`config.mk`:
```
export PLATFORM = sky130hd
export DESIGN_NAME = ram_sync_nolatch_nrnw_clr
export DESIGN_NICKNAME = d
export VERILOG_FILES = /design/src/rtl/ram_sync_nolatch_nrnw_clr.sv
export SDC_FILE = /design/constraint.sdc
export NUM_CORES = 2
export LEC_CHECK = 0
export CAP_MARGIN = 40
export CORE_MARGIN = 2
export CORE_UTILIZATION = 30
export CTS_BUF_LIST = sky130_fd_sc_hd__clkbuf_16
export DETAILED_ROUTE_END_ITERATION = 8
export PLACE_DENSITY_LB_ADDON = 0.3
export SLEW_MARGIN = 20
export SYNTH_ARGS = -nofsm -noshare
export SYNTH_HDL_FRONTEND = slang
export SYNTH_SLANG_ARGS = --single-unit
```
`constraint.sdc`:
```
create_clock -name clk -period 6 [get_ports clk]
set_clock_uncertainty 0.05 [all_clocks]
set_input_delay 1.8 -clock clk [delete_from_list [all_inputs] [get_ports clk]]
set_output_delay 1.8 -clock clk [all_outputs]
set_load 0.02 [all_outputs]
```
`src/rtl/ram_sync_nolatch_nrnw_clr.sv`:
```
// Multi-port register-file RAM: NUM_RD combinational reads, NUM_WR synchronous writes
// (highest port wins), hardware clear sweep, optional write-first bypass, debug peek.
`ifndef ADDR_LEN
`define ADDR_LEN 5
`endif
`ifndef DATA_LEN
`define DATA_LEN 32
`endif

module ram_sync_nolatch_nrnw_clr #(
  parameter int                         BRAM_ADDR_WIDTH = `ADDR_LEN,
  parameter int                         BRAM_DATA_WIDTH = `DATA_LEN,
  parameter int                         DATA_DEPTH      = 32,
  parameter int                         NUM_RD          = 4,
  parameter int                         NUM_WR          = 2,
  parameter bit                         BYPASS          = 1'b0,
  parameter logic [BRAM_DATA_WIDTH-1:0] CLEAR_VALUE     = '0
) (
  input  logic                                clk,
  input  logic                                reset,
  input  logic                                clear,
  input  logic [NUM_RD*BRAM_ADDR_WIDTH-1:0]   raddr,
  output logic [NUM_RD*BRAM_DATA_WIDTH-1:0]   rdata,
  input  logic [NUM_WR*BRAM_ADDR_WIDTH-1:0]   waddr,
  input  logic [NUM_WR*BRAM_DATA_WIDTH-1:0]   wdata,
  input  logic [NUM_WR-1:0]                   we,
  output logic                                busy,
  output logic                                wr_conflict,
  input  logic [BRAM_ADDR_WIDTH-1:0]          dbg_addr,
  output logic [BRAM_DATA_WIDTH-1:0]          dbg_data
);

  localparam int AW = BRAM_ADDR_WIDTH;
  localparam int DW = BRAM_DATA_WIDTH;
  localparam logic [AW:0]   DEPTH_C = (AW+1)'(DATA_DEPTH);
  localparam logic [AW-1:0] LAST_C  = AW'(DATA_DEPTH - 1);

  typedef enum logic [0:0] {
    ST_CLEAR = 1'b0,
    ST_READY = 1'b1
  } state_t;

  state_t         state_r, state_nxt_s;
  logic [AW-1:0]  clr_ptr_r, clr_ptr_nxt_s;
  logic           busy_r, busy_nxt_s;
  logic           conflict_r, conflict_nxt_s;
  logic [DW-1:0]  mem_r [DATA_DEPTH];

  logic [AW-1:0]  wa_s [NUM_WR];
  logic [DW-1:0]  wd_s [NUM_WR];
  logic [NUM_WR-1:0] wvalid_s;

  function automatic logic in_range(input logic [AW-1:0] addr);
    return ({1'b0, addr} < DEPTH_C);
  endfunction

  // Unpack write ports; a write is accepted only in READY, in range, and not on a clear edge
  always_comb begin
    for (int j = 0; j < NUM_WR; j++) begin
      wa_s[j]     = waddr[j*AW +: AW];
      wd_s[j]     = wdata[j*DW +: DW];
      wvalid_s[j] = we[j] && in_range(wa_s[j]) && (state_r == ST_READY) && !clear;
    end
  end

  // Flag any pair of accepted writes aimed at the same entry
  always_comb begin
    conflict_nxt_s = 1'b0;
    for (int i = 0; i < NUM_WR; i++) begin
      for (int k = i + 1; k < NUM_WR; k++) begin
        if (wvalid_s[i] && wvalid_s[k] && (wa_s[i] == wa_s[k])) begin
          conflict_nxt_s = 1'b1;
        end else begin
          conflict_nxt_s = conflict_nxt_s;
        end
      end
    end
  end

  // Clear-sweep sequencer next state; a clear request restarts the sweep from any state
  always_comb begin
    state_nxt_s   = state_r;
    clr_ptr_nxt_s = clr_ptr_r;
    busy_nxt_s    = busy_r;
    case (state_r)
      ST_CLEAR: begin
        if (clr_ptr_r == LAST_C) begin
          state_nxt_s = ST_READY;
          busy_nxt_s  = 1'b0;
        end else begin
          clr_ptr_nxt_s = clr_ptr_r + AW'(1);
        end
      end
      ST_READY: begin
        busy_nxt_s = 1'b0;
      end
      default: begin
        state_nxt_s   = ST_CLEAR;
        clr_ptr_nxt_s = '0;
        busy_nxt_s    = 1'b1;
      end
    endcase
    if (clear) begin
      state_nxt_s   = ST_CLEAR;
      clr_ptr_nxt_s = '0;
      busy_nxt_s    = 1'b1;
    end else begin
      state_nxt_s = state_nxt_s;
    end
  end

  // Sequencer and status registers
  always_ff @(posedge clk or posedge reset) begin
    if (reset) begin
      state_r    <= ST_CLEAR;
      clr_ptr_r  <= '0;
      busy_r     <= 1'b1;
      conflict_r <= 1'b0;
    end else begin
      state_r    <= state_nxt_s;
      clr_ptr_r  <= clr_ptr_nxt_s;
      busy_r     <= busy_nxt_s;
      conflict_r <= conflict_nxt_s;
    end
  end

  // Storage array: sweep writes CLEAR_VALUE, otherwise later ports override earlier ones
  always_ff @(posedge clk) begin
    if (state_r == ST_CLEAR) begin
      mem_r[clr_ptr_r] <= CLEAR_VALUE;
    end else begin
      for (int j = 0; j < NUM_WR; j++) begin
        if (wvalid_s[j]) begin
          mem_r[wa_s[j]] <= wd_s[j];
        end
      end
    end
  end

  // Combinational read ports with optional write-first forwarding
  always_comb begin
    rdata = '0;
    for (int k = 0; k < NUM_RD; k++) begin
      if (busy_r || !in_range(raddr[k*AW +: AW])) begin
        rdata[k*DW +: DW] = CLEAR_VALUE;
      end else begin
        rdata[k*DW +: DW] = mem_r[raddr[k*AW +: AW]];
        for (int j = 0; j < NUM_WR; j++) begin
          if (BYPASS && wvalid_s[j] && (wa_s[j] == raddr[k*AW +: AW])) begin
            rdata[k*DW +: DW] = wd_s[j];
          end else begin
            rdata[k*DW +: DW] = rdata[k*DW +: DW];
          end
        end
      end
    end
  end

  // Debug peek never forwards in-flight writes
  always_comb begin
    if (busy_r || !in_range(dbg_addr)) begin
      dbg_data = CLEAR_VALUE;
    end else begin
      dbg_data = mem_r[dbg_addr];
    end
  end

  assign busy        = busy_r;
  assign wr_conflict = conflict_r;

endmodule

```
==> key figures <==
Yosys
  • Number of flops mapped to enable cells by yosys: 1024
  • Register bit count reported by yosys: 1032
  • Post-Synthesis Net Count: 5793
  • Most used DFF post-synth: sky130_fd_sc_hd__edfxtp_1
  • Part of the Yosys area used for sequential elements: 0.360
  • Dominant cell type by area after synthesis: sky130_fd_sc_hd__edfxtp_1
  • Share of async-settable or async-resettable flops after synthesis: 0.00775
  • Proportion of netlist area held by the largest area contributor: 0.357
  • Mean post-synth cell area: 15.1 sq um
  • Leading cell types by total area after synthesis: sky130_fd_sc_hd__edfxtp_1, sky130_fd_sc_hd__mux4_2, sky130_fd_sc_hd__mux2_2
  • Cell count after synthesis: 5687
  • Synth cell types: 51
  • Cell area after synthesis: 86000 sq um
  • Synth warnings: 0

Timing
  • Worst hold margin: 598 ps
  • Period utilisation layout: 1.00
  • Number of hold violations in the final report: 0
  • Fin. max-slew vios: 0
  • Setup violation total in the final timing report: 3
  • RSZ-0062 raised after global routing: false
  • Relative slew slack: 0.351
  • F_max: 166 MHz
  • Final worst setup slack: -17.5 ps
  • Transition time at the pin with the least slew margin: 974 ps
  • Sum of negative setup slack: -28.6 ps
  • Fin crit period: 6020 ps

Die
  • FP Rows: 196
  • Starting Density: 0.302
  • Die Footprint: 291000 sq um
  • I/O pin count: 266
  • Die Span Y: 539 um
  • Die X-Extent: 539 um
  • Placeable core area: 285000 sq um

Critical path
  • Worst EP required: 4150 ps
  • Worst reg2reg setup slack: 2870 ps
  • Setup Crit Path Kind: input port to primary output
  • Type of element capturing the critical path: primary output
  • Worst-path fanout max: 15
  • Startpoint kind of the worst setup timing path: input port
  • Critical path data arrival time: 4170 ps

Finish
  • Most common cell after layout, fill and taps aside: sky130_fd_sc_hd__mux4_2
  • Area of the multi-input gates: 51800 sq um
  • Commonest cells after routing, fill and taps aside: sky130_fd_sc_hd__mux4_2, sky130_fd_sc_hd__edfxtp_1, sky130_fd_sc_hd__mux2_2
  • Final-stage net count: 6101
  • Relative area change from synthesis to final layout: 20.0%
  • Final std cells w/o fill: 9895
  • Share of final-layout standard cells stronger than drive strength 1: 0.530
  • Final std cell area, no fill: 103000 sq um
  • Area taken by flip-flops and latches: 31000 sq um
  • Final cell utilization of the core: 0.362
  • Fillcell total: 27.0k

Route
  • Pre-antenna DRT Iters: 8
  • WL/cell: 45.8 um
  • Final routed DRC violation total: 0
  • Number of vias per cell: 7.10
  • Vias after detailed routing: 70.2k
  • Antenna viol nets, final: 0
  • Routed WL: 453000 um
  • Detailed router's first-iteration violation count: 13.0k

Place
  • Placed Cells incl. Taps: 9615
  • Total half-perimeter wirelength after legalization and detailed placement: 285000 um
  • Placed instance area: 98500 sq um
  • Port-buffer cells: 265
  • Routability Congestion: 0.958

Clocking
  • # H-tree levels: 4
  • Number of buffers added to fix hold violations after cts: 0
  • Buffer type at the clock tree root: sky130_fd_sc_hd__clkbuf_16
  • Post-CTS clock slew at the launch and capture registers of the worst setup and hold paths: 60 ps
  • TritonCTS clock tree: done
  • Clock network latency to the later pin of the worst-skew pair: 850 ps
  • Deepest clock path buffer count: 3
  • Clock buffer count from CTS: 133
  • Number of clock sinks: 1032

Run status
  • Run status: finished, violations left
  • Failing checks: setup timing

Global routing
  • Pin count of the biggest net entering global routing: 55
  • Overflow after GRT: 0
  • Vias in the first global route: 66.5k
  • Global-route usage over all layers: 0.302
  • Wire length of the first global-routing pass: 605000 um
  • Number of antenna violations at the first check in global routing: 32

Power and ir drop
  • Worst IR drop on VDD: 0.300 mV
  • Leakage power of the design: 0.0354 uW
  • P per Cell Area: 191 nW/um^2

Run
  • Maximum Capacitance Violations: 0

Worst hold path
  • Path type of the worst min-delay path: register to register
## cells by family (layout without fill, tap and decap cells)
family | Yosys count | count (layout) | share of synthesized area
mux | 2789 | 2789 | 0.505
flops | 1032 | 1032 | 0.360
buf+inv | 809 | 1224 | 0.0481
compound gates | 801 | 801 | 0.0703
simple gates | 246 | 246 | 0.0159
xor+xnor | 8 | 8 | 0.000814
fa+ha+maj | 2 | 2 | 0.000291
other cells | 0 | 31 | 0
## cells in the mapped netlist (43+ instances only)
library cell	number
sky130_fd_sc_hd__mux2_2	844
sky130_fd_sc_hd__mux2i_1	644
sky130_fd_sc_hd__a22oi_1	160
sky130_fd_sc_hd__nand2_1	96
sky130_fd_sc_hd__o21ai_0	140
sky130_fd_sc_hd__edfxtp_1	1024
sky130_fd_sc_hd__mux2_1	124
sky130_fd_sc_hd__buf_4	79
sky130_fd_sc_hd__a221oi_1	120
sky130_fd_sc_hd__clkbuf_1	372
sky130_fd_sc_hd__buf_2	299
sky130_fd_sc_hd__a31oi_1	161
sky130_fd_sc_hd__mux2_4	57
sky130_fd_sc_hd__mux4_2	1120
sky130_fd_sc_hd__a221o_1	160
sky130_fd_sc_hd__and2_1	43
## final timing paths
kind | end | startpoint | cells after the start
setup / recovery | rdata[2] | raddr[1] | 8
hold reg to reg | clr_ptr_r[2] | clr_ptr_r[2] | 2
setup reg to reg | mem_r[0][4] | state_r | 6
max in group asynchronous | busy | reset | 2
hold / removal | clr_ptr_r[2] | clr_ptr_r[2] | 2
min in group asynchronous | clr_ptr_r[2] | reset | 2
## where the power goes
part           internal [uW]  total, uW  leakage (uW)  switching (uW)
clock                   4790       8430       0.00223            3630
sequential              7910       8010       0.00819             105
combinational           1330       3290        0.0250            1960
## flip-flops by register name, summed over array words and instances, names as in the netlist
signal and flops:
state_r 1, busy 1, mem_r 1024, wr_conflict 1
clr_ptr_r 5
## repair_timing
item	CTS	global route
buffers inserted	3	0
endpoints found under the setup margin	11	17
resized for setup	15	19
pin swaps	0	3
cloned	0	1
## worst max-delay path, stage by stage
cell and delay [ps]:
sky130_fd_sc_hd__buf_12 200, sky130_fd_sc_hd__buf_12 210, sky130_fd_sc_hd__buf_12 190, sky130_fd_sc_hd__mux4_2 200, sky130_fd_sc_hd__mux2i_1 80, sky130_fd_sc_hd__a221o_1 350, sky130_fd_sc_hd__a31oi_1 380, sky130_fd_sc_hd__clkdlybuf4s50_1 700
## final cells by class
class / count / area share
multi-input cells: 3846 / 0.502
flip-flops and latches: 1032 / 0.300
repair buffers: 973 / 0.109
well taps: 3762 / 0.0456
clock buffers: 140 / 0.0339
clock inverters: 102 / 0.00859
diodes: 31 / 0.000751
inverters: 9 / 0.000448
## metrics by stage
stage / power, uW / setup WS, ps
global placement: 11200 / -243
floorplan: 9820 / 250
global route: 20000 / 5.89
detailed placement: 11300 / -231
CTS: 19600 / -62.4
finish: 19700 / -17.5
## per-layer routing
metal / global-route usage / part of all wire
met1: 0.377 / 0.36
met4: 0.192 / 0.074
met3: 0.115 / 0.14
met5: 0 / 0.00057
met2: 0.437 / 0.43
(Power assumes the default switching activity.)
